`src/rtl/cordic_scheduler.sv`:
```
// Two-requester front end for a shared CORDIC pipeline: arbitrates between requesters,
// drains the pipeline before any mode change and tags each result with its origin.
module cordic_scheduler #(
    parameter int LATENCY = 16,
    parameter int BURST   = 8
) (
    input  logic               clock,
    input  logic               reset,
    input  logic               req0_valid,
    output logic               req0_ready,
    input  logic signed [31:0] req0_x,
    input  logic signed [31:0] req0_y,
    input  logic signed [31:0] req0_angle,
    input  logic        [1:0]  req0_mode,
    input  logic               req1_valid,
    output logic               req1_ready,
    input  logic signed [31:0] req1_x,
    input  logic signed [31:0] req1_y,
    input  logic signed [31:0] req1_angle,
    input  logic        [1:0]  req1_mode,
    output logic signed [31:0] cordic_x,
    output logic signed [31:0] cordic_y,
    output logic signed [31:0] cordic_angle,
    output logic        [1:0]  cordic_mode,
    input  logic signed [31:0] cordic_rx,
    input  logic signed [31:0] cordic_ry,
    input  logic signed [31:0] cordic_rangle,
    output logic               rsp_valid,
    output logic               rsp_id,
    output logic signed [31:0] rsp_x,
    output logic signed [31:0] rsp_y,
    output logic signed [31:0] rsp_angle,
    output logic               busy
);
    // One op can sit on cordic_* plus LATENCY tag stages, hence LATENCY+1 in flight at most.
    localparam int IW = $clog2(LATENCY + 2);
    localparam int BW = $clog2(BURST + 1);

    typedef enum logic {S_RUN, S_DRAIN} state_t;

    state_t             r_state;
    logic [1:0]         r_cur_mode;
    logic [1:0]         r_tgt_mode;
    logic               r_rr;
    logic [BW-1:0]      r_burst;
    logic [IW-1:0]      r_inflight;
    logic               r_issue_valid;
    logic               r_issue_id;
    logic [LATENCY-1:0] r_tag_valid;
    logic [LATENCY-1:0] r_tag_id;

    logic [1:0] w_mode0, w_mode1, w_tgt;
    logic       w_mis0, w_mis1, w_limit, w_run;
    logic       w_elig0, w_elig1, w_gnt, w_gnt_id, w_other_mis, w_retire;

    // LINEAR has two encodings; fold 01 onto 00 before any comparison.
    assign w_mode0 = (req0_mode == 2'b01) ? 2'b00 : req0_mode;
    assign w_mode1 = (req1_mode == 2'b01) ? 2'b00 : req1_mode;

    assign w_mis0      = req0_valid && (w_mode0 != r_cur_mode);
    assign w_mis1      = req1_valid && (w_mode1 != r_cur_mode);
    assign w_limit     = (r_burst == BW'(BURST)) && (w_mis0 || w_mis1);
    assign w_run       = (r_state == S_RUN) && !reset;
    assign w_elig0     = w_run && req0_valid && !w_mis0 && !w_limit;
    assign w_elig1     = w_run && req1_valid && !w_mis1 && !w_limit;
    assign w_gnt       = w_elig0 || w_elig1;
    assign w_gnt_id    = (w_elig0 && w_elig1) ? r_rr : w_elig1;
    assign w_other_mis = w_gnt_id ? w_mis0 : w_mis1;
    assign w_tgt       = (w_mis0 && w_mis1) ? (r_rr ? w_mode1 : w_mode0)
                                            : (w_mis1 ? w_mode1 : w_mode0);
    assign w_retire    = r_tag_valid[LATENCY-1];

    assign req0_ready  = w_gnt && !w_gnt_id;
    assign req1_ready  = w_gnt && w_gnt_id;
    assign cordic_mode = r_cur_mode;
    assign rsp_valid   = w_retire;
    assign rsp_id      = r_tag_id[LATENCY-1];
    assign rsp_x       = cordic_rx;
    assign rsp_y       = cordic_ry;
    assign rsp_angle   = cordic_rangle;
    assign busy        = (r_inflight != '0) || (r_state == S_DRAIN);

    always_ff @(posedge clock or posedge reset) begin
        if (reset) begin
            r_state       <= S_RUN;
            r_cur_mode    <= 2'b10;
            r_tgt_mode    <= 2'b10;
            r_rr          <= 1'b0;
            r_burst       <= '0;
            r_inflight    <= '0;
            // NOTE: the tag chain is control state, so every stage is reset; a stale valid bit
            // here would emit a response for an operation that no longer exists.
            r_issue_valid <= 1'b0;
            r_issue_id    <= 1'b0;
            r_tag_valid   <= '0;
            r_tag_id      <= '0;
            cordic_x      <= '0;
            cordic_y      <= '0;
            cordic_angle  <= '0;
        end else begin
            // NOTE: non-blocking assignments throughout, so every right-hand side reads the
            // pre-edge value regardless of statement order.
            r_issue_valid <= w_gnt;
            r_issue_id    <= w_gnt_id;
            r_tag_valid   <= {r_tag_valid[LATENCY-2:0], r_issue_valid};
            r_tag_id      <= {r_tag_id[LATENCY-2:0], r_issue_id};

            if (w_gnt) begin
                cordic_x     <= w_gnt_id ? req1_x     : req0_x;
                cordic_y     <= w_gnt_id ? req1_y     : req0_y;
                cordic_angle <= w_gnt_id ? req1_angle : req0_angle;
                r_rr         <= ~w_gnt_id;
            end

            unique case ({w_gnt, w_retire})
                2'b10:   r_inflight <= r_inflight + IW'(1);
                2'b01:   r_inflight <= r_inflight - IW'(1);
                default: ;
            endcase

            // Streak only counts while the other side is actually being held off.
            r_burst <= (w_gnt && w_other_mis) ? r_burst + BW'(1) : '0;

            case (r_state)
                S_RUN: begin
                    if (!w_gnt && (w_mis0 || w_mis1)) begin
                        r_state    <= S_DRAIN;
                        r_tgt_mode <= w_tgt;
                    end
                end
                S_DRAIN: begin
                    if (r_inflight == '0) begin
                        r_cur_mode <= r_tgt_mode;
                        r_state    <= S_RUN;
                    end
                end
            endcase
        end
    end
endmodule

```
`config.mk`:
```
export PLATFORM = sky130hd
export DESIGN_NAME = cordic_scheduler
export DESIGN_NICKNAME = d
export VERILOG_FILES = /design/src/rtl/cordic_scheduler.sv
export SDC_FILE = /design/constraint.sdc
export NUM_CORES = 1
export LEC_CHECK = 0
export ABC_AREA = 1
export ABC_CLOCK_PERIOD_IN_PS = 11650
export BUFFER_PORTS_ARGS = -buffer_cell sky130_fd_sc_hd__buf_2
export CORE_AREA = 2 2 195 197
export DETAILED_ROUTE_END_ITERATION = 6
export DIE_AREA = 0 0 197 199
export PLACE_DENSITY = 0.49
export SLEW_MARGIN = 20
export SYNTH_ARGS = -nofsm -noshare
export SYNTH_HDL_FRONTEND = slang
export SYNTH_SLANG_ARGS = --single-unit
```
`constraint.sdc`:
```
create_clock -name clock -period 11.65 [get_ports clock]
set_input_delay 0.5825 -clock clock [delete_from_list [all_inputs] [get_ports clock]]
set_output_delay 0.5825 -clock clock [all_outputs]
set_load 0.1 [all_outputs]
```
Yosys cells after proc, flatten, opt, wreduce, memory -nomap -nowiden --
Cells that the tools add are included.
Storage, ports and cells: register bits after elaboration 145
Operators by class: add/sub/neg operators 3, eq/ne operators 7, mux-type cells 15, bitwise gates (word level) 2, reductions and logical operators 30
Operators with widths (number):
- two-way mux 32 bit | 3
- logical AND 1 bit | 16
- two-way mux 2 bit | 5
- case mux 5 bit (2 select lines) | 1
- == test 2 x 1 -> 1 bit (second input constant) | 3
- logical NOT 1 bit | 6
- adder 5 x 1 -> 5 bit (second input constant) | 1
- logical NOT 5 bit | 1
- nonzero test 5 bit | 1
- subtractor 5 x 1 -> 5 bit (second input constant) | 1
- adder 4 x 1 -> 4 bit (second input constant) | 1
- == test 4 bit (second input constant) | 1
- two-way mux 1 bit | 4
- two-way mux 4 bit | 1
- inequality test 2 bit | 2
- AND reduction 2 bit | 2
- logical OR 1 bit | 3
- == test 2 bit (second input constant) | 1
- inverter 1 bit | 2
- case mux 1 bit (2 select lines) | 1
- nonzero test 2 bit | 1

Logic depth before layout (Yosys ltp) --
Gate-level depths: netlist of the first run.
depth after elaboration 13, depth in mapped cells 19

Worst setup path before layout of the first run --
No wires, ideal clock.
kind input-to-reg, from input reset, to register r_inflight[4], library setup time 65 ps, arrival time 5676 ps, data required time 11585 ps, setup slack 5909 ps, stages 17, path through inv_1 > nand2_1 > nor2_1 > nand3_1 > nand2_1 > nand2_4 > buf_4 > buf_4 > ha_1 > xor2_1 > ha_1 > inv_1 > nand2_1 > a31oi_1 > xor2_1 > nand2_1 > nand2_1
Between the ends: cells in the longest elaborated chain, start to end 8, elaborated cells on any way between the ends 13, those cells by class eq/ne: 2; mux: 1; reduce/logical: 10
Ends and longest elaborated chain:
- from (decl) | line 8 | input logic reset,
- logical NOT 1 bit (no source line) *
- logical AND 1 bit * | line 63 | assign w_run = (r_state == S_RUN) && !reset;
- logical AND 1 bit (on tied branches) (3 in series) | line 64, 65
- logical OR 1 bit * | line 66 | assign w_gnt = w_elig0 || w_elig1;
- == test 2 x 1 -> 1 bit or == test 2 bit (tied branches) | line 115 | unique case ({w_gnt, w_retire})
- case mux 5 bit (2 select lines) or nonzero test 2 bit (tied branches)
- to (signal assigned) | line 116 | 2'b10: r_inflight <= r_inflight + IW'(1);
- to (signal assigned) | line 117 | 2'b01: r_inflight <= r_inflight - IW'(1);
- to (decl) | line 46 | logic [IW-1:0] r_inflight;
Every way passes the cells marked *; elsewhere a longest branch is shown, timed or not. A chain may end at the register's enable or synchronous reset.

Final worst setup path of the first run --
from register r_cur_mode[1] (netlist: cordic_mode[1]), to output req0_ready
Between the ends: cells in the longest elaborated chain, start to end 10, elaborated cells on any way between the ends 18, those cells by class eq/ne: 2; mux: 1; reduce/logical: 15
Ends and longest elaborated chain:
- from (decl) | line 42 | logic [1:0] r_cur_mode;
- from (signal assigned) | line 133 | r_cur_mode <= r_tgt_mode;
- inequality test 2 bit (on tied branches) | line 60, 61
- logical AND 1 bit (on tied branches) | line 60, 61
- logical OR 1 bit | line 62 | assign w_limit = (r_burst == BW'(BURST)) && (w_mis0 || w_mis1);
- logical AND 1 bit | line 62
- logical NOT 1 bit | line 64, 65
- logical AND 1 bit (on tied branches) | line 64, 65
- logical AND 1 bit | line 67 | assign w_gnt_id = (w_elig0 && w_elig1) ? r_rr : w_elig1;
- two-way mux 1 bit | line 67
- logical NOT 1 bit | line 73 | assign req0_ready = w_gnt && !w_gnt_id;
- logical AND 1 bit * | line 73
- to (decl) | line 10 | output logic req0_ready,
Marked as above.

==> flow_metrics.env, run 1 <==
export IMPL_status="finished, final reports clean"
export IMPL_h_tree_depth=4
export IMPL_slew_violations=0
export IMPL_drtPass1Iterations=4
export IMPL_antenna_found_initial=4
export IMPL_synth_cells=909
export IMPL_io_pins=495
export IMPL_cts_root_buf="clkbuf_16"
export IMPL_drive_above_1_share_pct=31.45
export IMPL_clock_sinks=145
export IMPL_internal_power_mw=1.276
export IMPL_core_area_um2=37130
export IMPL_cp_end_kind="output port"
export IMPL_cts_clk_slew_worst_paths_ps=60
export IMPL_ys_seq_area_share_pct=50.22
export IMPL_drc_errors=0
export IMPL_grt_use_total_pct=11.11
export IMPL_first_iter_violations=192
export IMPL_clockPowerShare_pct=17.7
export IMPL_hold_viol_final=0
export IMPL_maxCapViolCount=0
export IMPL_avgSynthCellArea_um2=7.953
export IMPL_ys_dominant_reg_cell="dfrtp_1"
export IMPL_dp_hpwl_mm=15.91
export IMPL_fp_dieW_um=197
export IMPL_multi_input_area_um2=2411
export IMPL_numCtsBuffers=17
export IMPL_avgRoutedWirePerCell_um=13.88
export IMPL_regArea_um2=3631
export IMPL_layout_common_cells="373 x nand2_1, 302 x buf_2, 143 x dfrtp_1"
export IMPL_cts_tree="yes"
export IMPL_setup_viol=0
export IMPL_viasPerCell=3.842
export IMPL_seqPwrFrac_pct=25.8
export IMPL_nets=1406
export IMPL_start_util_pct=19.47
export IMPL_rows=71
export IMPL_postCtsResizedCells=0
export IMPL_tns_ps=0
export IMPL_grt_ovfl_total=0
export IMPL_ys_seq_elements=145
export IMPL_synthDistinctLibCells=27
export IMPL_cp_data_required_time_ps=11070
export IMPL_fill_cells=4131
export IMPL_grt_pass1_wl_mm=32.96
export IMPL_synth_nets=1211
export IMPL_layout_min_cycle_time_ps=3882
export IMPL_final_common_cell="nand2_1"
export IMPL_grt_max_degree=98
export IMPL_cts_setup_buffers=0
export IMPL_vdd_drop_max_uv=216.0
export IMPL_combPwrFrac_pct=56.5
export IMPL_min_period_over_period_pct=33.32
export IMPL_yosysTopAreaCell="dfrtp_1"
export IMPL_yosysWarnings=0
export IMPL_cts_hold_fix_buffers=0
export IMPL_rsz0062_at_grt="no"
export IMPL_die_area_um2=39200
export IMPL_postRouteAntennaNets=0
export IMPL_synth_edf_count=0
export IMPL_relSlewSlack_pct=36.55
export IMPL_power_density_nw_per_um2=346.4
export IMPL_tightest_slew_ps=951.7
export IMPL_fmax_mhz=257.6
export IMPL_syn_area_um2=7229
export IMPL_critPathKind="reg2out"
export IMPL_num_vias=6117
export IMPL_syn_to_final_growth_pct=24.73
export IMPL_gp_congestion=0.7175
export IMPL_p_switching_mw=1.848
export IMPL_routed_wirelength_mm=22.09
export IMPL_cp_start_kind="flop"
export IMPL_clk_path_buf_depth=2
export IMPL_cp_max_fo=81
export IMPL_skew_ps=8.259
export IMPL_netlist_area_leader_share_pct=49.50
export IMPL_die_h_um=199
export IMPL_min_path_type="in2async"
export IMPL_place_port_buffers=302
export IMPL_clk_latency_ps=430
export IMPL_async_reset_ff_share_pct=100.0
export IMPL_switching_share_pct=59.16
export IMPL_grt_pass1_vias=5935
export IMPL_crit_arrival_ps=3300
export IMPL_leakage_nw=4.951
export IMPL_synthTopCellsByArea="dfrtp_1 49%, nand2_1 19%, buf_4 12%"
export IMPL_whs_ps=137.6
## metal layers
metal  wire length (µm)  GRT usage [%]  share of wire [%]
met1               8775          12.56                 40
met5                 21         0.1277              0.095
met4                905          6.321                4.1
met3               2178          4.747                9.9
met2              10210          17.59                 46
## final cells by class
cell class	count	share of cell area, %
Tap cell	474	6.577
Multi-Input combinational cell	571	26.74
Timing Repair Buffer	308	17.30
Sequential cell	145	40.27
Inverter	61	2.609
Clock buffer	17	4.718
Clock inverter	14	1.734
Antenna cell	2	0.05550
## final timing paths
| check | start | endpoint | slack (ps) | cells past startpoint |
|---|---|---|---|---|
| setup / recovery | cordic_mode[1]$_DFFE_PP1P_ | req0_ready | 7770 | 9 |
| hold / removal | reset | cordic_y[15]$_DFFE_PP0P_ | 140 | 2 |
| setup reg to reg | cordic_mode[1]$_DFFE_PP1P_ | cordic_y[20]$_DFFE_PP0P_ | 8360 | 11 |
| hold reg to reg | r_tag_id[4]$_DFF_PP0_ | r_tag_id[5]$_DFF_PP0_ | 350 | 0 |
| max in group asynchronous | reset | r_tag_id[13]$_DFF_PP0_ | 10360 | 3 |
| min in group clock | r_tag_id[4]$_DFF_PP0_ | r_tag_id[5]$_DFF_PP0_ | 350 | 0 |
## registers in the layout, summed over array words and instances, names as in the netlist, 2 cells and up
register,count
r_tgt_mode,2
r_tag_valid,16
cordic_mode,2
cordic_angle,32
cordic_x,32
cordic_y,32
r_inflight,5
r_tag_id,16
r_burst,4
## cells in the mapped netlist, types with 2 or more instances
master,n
buf_4,112
nand3b_1,2
dfstp_2,2
nor2_1,88
nand3_1,68
nand4_1,2
ha_1,6
o21bai_1,2
inv_2,3
inv_1,57
nand2_2,2
buf_6,3
a21oi_1,6
buf_2,16
dfrtp_1,143
nand2_4,3
nand2_1,373
o21ai_0,4
xor2_1,5
xnor2_1,5
## cell families (layout without fill, tap and decap cells)
family | count (synthesis) | in the layout | share of synthesized area [%]
and+or+nand+nor | 542 | 542 | 30.11
buffers and inverters | 193 | 400 | 16.42
DFF | 145 | 145 | 50.22
AOI/OAI and AO/OA | 13 | 13 | 0.9865
xor gates and xnor gates | 10 | 10 | 1.211
adders and majority gates | 6 | 6 | 1.038
other | 0 | 2 | 0
## worst max-delay path, stage by stage (launching register included)
cell	delay, ps
dfstp_2	580
xnor2_1	100
nand2_1	60
nand2_1	140
nand2_4	120
nand2_4	70
nand2_4	460
buf_4	790
nor2_4	20
buf_2	320
## power by group through the flow
| stage | combinational (mW) | sequential [mW] | clock [mW] |
|---|---|---|---|
| floorplan | 0.463 | 1.97 | 0 |
| global placement | 1.77 | 0.813 | 0 |
| detailed placement | 1.78 | 0.811 | 0 |
| CTS | 1.78 | 0.807 | 0.579 |
| global route | 1.86 | 0.830 | 0.599 |
| finish | 1.76 | 0.806 | 0.554 |
## through the flow
| stage | instance area, µm² | power (mW) | std cells | setup WS, ps | util (%) |
|---|---|---|---|---|---|
| final | 9017 | 3.124 | 1592 | 7768 | 24.28 |
| after global routing | 9015 | 3.285 | 1591 | 7504 | 24.28 |
| after CTS | 9009 | 3.168 | 1590 | 7717 | 24.26 |
| after detailed placement | 8427 | 2.593 | 1559 | 7861 | 22.69 |
| after global placement | 8427 | 2.586 | 1559 | 7835 | 22.69 |
| after floorplan | 7229 | 2.434 | 909 | 5909 | - |
Power figures use the tool's default switching activity.
==> run 2, diff against run 1 <==
--- a/config.mk
+++ b/config.mk
@@ -6,12 +6,12 @@
 export NUM_CORES = 1
 export LEC_CHECK = 0
 export ABC_AREA = 1
-export ABC_CLOCK_PERIOD_IN_PS = 11650
+export ABC_CLOCK_PERIOD_IN_PS = 3600
 export BUFFER_PORTS_ARGS = -buffer_cell sky130_fd_sc_hd__buf_2
-export CORE_AREA = 2 2 195 197
+export CORE_AREA = 2 2 191 193
 export DETAILED_ROUTE_END_ITERATION = 6
-export DIE_AREA = 0 0 197 199
-export PLACE_DENSITY = 0.49
+export DIE_AREA = 0 0 193 195
+export PLACE_DENSITY = 0.5
 export SLEW_MARGIN = 20
 export SYNTH_ARGS = -nofsm -noshare
 export SYNTH_HDL_FRONTEND = slang
==> constraint.sdc (replaced) <==
create_clock -name clock -period 3.6 [get_ports clock]
set_input_delay 0.18 -clock clock [delete_from_list [all_inputs] [get_ports clock]]
set_output_delay 0.18 -clock clock [all_outputs]
set_load 0.1 [all_outputs]
==> run 2 against run 1 <==
Net effect: register-to-register slack worse by 7900 ps; via count rose by 10%; clock skew increased by 0.53 ps; total power grew to 3.4 times the previous value; sequential share of layout area decreased by 5.3 points; flip-flop and latch count did not move; routed wire length up 8.7%; cell count increased by 7.2%; clock power increased to 3.3 times the previous value; largest cell class unchanged.
==> flow_metrics.env, run 2 (synthesis gave the netlist of run 1 again) <==
export IMPL_status="finished, final reports clean"
export IMPL_power_density_nw_per_um2=1035
export IMPL_layout_common_cells="372 x nand2_1, 300 x buf_2, 143 x dfrtp_1"
export IMPL_die_area_um2=37640
export IMPL_grt_pass1_wl_mm=35.71
export IMPL_clockPowerShare_pct=17.1
export IMPL_h_tree_depth=4
export IMPL_drtPass1Iterations=4
export IMPL_setup_viol=0
export IMPL_antenna_found_initial=2
export IMPL_grt_max_degree=144
export IMPL_fmax_mhz=320.3
export IMPL_io_pins=495
export IMPL_dp_cells=1547
export IMPL_leakage_nw=5.533
export IMPL_clk_latency_ps=430
export IMPL_clock_sinks=145
export IMPL_tns_ps=0
export IMPL_core_area_um2=35400
export IMPL_switching_share_pct=56.23
export IMPL_internal_power_mw=4.704
export IMPL_cts_root_buf="clkbuf_16"
export IMPL_cts_tree="yes"
export IMPL_syn_to_final_growth_pct=43.63
export IMPL_fp_dieW_um=193
export IMPL_first_iter_violations=216
export IMPL_p_switching_mw=6.043
export IMPL_routed_wirelength_mm=24.02
export IMPL_start_util_pct=20.42
export IMPL_design_area_um2=10380
export IMPL_cts_clk_slew_worst_paths_ps=60
export IMPL_min_path_type="in2reg"
export IMPL_startpoint="cordic_mode[1]$_DFFE_PP1P_"
export IMPL_vdd_drop_max_uv=653.6
export IMPL_fin_cells=1706
export IMPL_seqPwrFrac_pct=24.2
export IMPL_cts_setup_buffers=0
export IMPL_reg2reg_from="cordic_mode[1]$_DFFE_PP1P_"
export IMPL_tightest_slew_ps=792.1
export IMPL_cp_end_kind="flop"
export IMPL_cp_max_fo=38
export IMPL_dp_hpwl_mm=16.46
export IMPL_crit_arrival_ps=3480
export IMPL_drive_above_1_share_pct=28.46
export IMPL_num_vias=6743
export IMPL_clk_path_buf_depth=2
export IMPL_numCtsBuffers=17
export IMPL_skew_ps=8.787
export IMPL_avgRoutedWirePerCell_um=14.08
export IMPL_drc_errors=0
export IMPL_grt_use_total_pct=12.50
export IMPL_combPwrFrac_pct=58.7
export IMPL_maxCapViolCount=0
export IMPL_r2r_end="cordic_angle[13]$_DFFE_PP0P_"
export IMPL_critPathKind="reg2reg"
export IMPL_fill_cells=3807
export IMPL_postRouteAntennaNets=0
export IMPL_dpl_instance_area_um2=8516
export IMPL_r2r_slack_ps=480
export IMPL_rsz0062_at_grt="no"
export IMPL_rows=69
export IMPL_place_port_buffers=302
export IMPL_min_period_over_period_pct=86.72
export IMPL_hold_viol_final=0
export IMPL_grt_pass1_vias=6731
export IMPL_postCtsResizedCells=0
export IMPL_multi_input_area_um2=2426
export IMPL_cp_data_required_time_ps=3960
export IMPL_gp_congestion=0.8151
export IMPL_final_common_cell="nand2_1"
export IMPL_layout_min_cycle_time_ps=3122
export IMPL_die_h_um=195
export IMPL_slew_violations=0
export IMPL_regArea_um2=3631
export IMPL_top_regs="cordic_angle: 32 flops, cordic_x: 32 flops, cordic_y: 32 flops"
export IMPL_crit_end="cordic_angle[13]$_DFFE_PP0P_"
export IMPL_reg2reg_depth=12
export IMPL_viasPerCell=3.953
export IMPL_cp_start_kind="flop"
export IMPL_grt_ovfl_total=0
export IMPL_relSlewSlack_pct=47.20
export IMPL_nets=1533
## run 2: how the worst min path moves through the flow
stage | depth (start not counted) | endpoint | startpoint | slack (ps)
global placement | 2 | cordic_mode[0]$_DFFE_PP0P_ | reset | 150
floorplan | 2 | cordic_angle[10]$_DFFE_PP0P_ | req0_angle[10] | 300
detailed placement | 2 | cordic_mode[0]$_DFFE_PP0P_ | reset | 140
finish | 5 | cordic_x[3]$_DFFE_PP0P_ | req1_x[3] | 30
CTS | 5 | cordic_x[3]$_DFFE_PP0P_ | req1_x[3] | 0.4
global route | 5 | cordic_x[3]$_DFFE_PP0P_ | req1_x[3] | 10
## run 2: layer usage
| metal | up-vias | share of wire [%] | global-route usage, % | routed length (µm) |
|---|---|---|---|---|
| met3 | 33 | 11 | 5.518 | 2579 |
| li1 | 3303 | - | - | - |
| met1 | 3083 | 38 | 13.18 | 9189 |
| met5 | - | 0.054 | 0.2653 | 13 |
| met2 | 322 | 49 | 21.73 | 11660 |
| met4 | 2 | 2.4 | 4.798 | 577 |
## run 2: power groups by stage
stage | Clock, mW | Combinational [mW] | Sequential [mW]
floorplan | 0 | 1.51 | 6.38
global placement | 0 | 5.77 | 2.62
detailed placement | 0 | 5.79 | 2.61
CTS | 1.93 | 6.33 | 2.60
global route | 1.99 | 6.63 | 2.68
finish | 1.84 | 6.31 | 2.60
## run 2: critical path, stage by stage (launching register included)
cell           delay (ps)
dfstp_2               560
xnor2_1               140
nand2_1                70
nand2_1               170
nand2_4                80
nand2_4                90
nand2_4               240
nor2_4                550
buf_12                280
buf_4                 170
nand2_1                50
nand3_1                50
dlygate4sd3_1         550
## run 2: cell type report
cell class	count	area share, %
Sequential cell	145	34.97
Timing Repair Buffer	435	27.98
Multi-Input combinational cell	571	23.36
Tap cell	461	5.555
Clock buffer	20	4.302
Inverter	61	2.289
Clock inverter	12	1.518
Antenna cell	1	0.02410
## run 2: metrics by stage
step                hold WS [ps]  util, %  power [mW]  worst slack [ps]
finish                     34.49    29.34       10.75             478.0
global route               13.82    29.33       11.31             204.8
CTS                       0.4204    29.33       10.86             413.3
detailed placement         143.0    24.06       8.408             915.0
global placement           146.0    24.06       8.397             919.8
floorplan                  299.9        -       7.893            -551.4
## run 2: timing repair
| item | 4_1_cts | 5_1_grt |
|---|---|---|
| hold buffers | 126 | 0 |
| endpoints found under the setup margin | 0 | 0 |
| endpoints found under the hold margin | 74 | 0 |
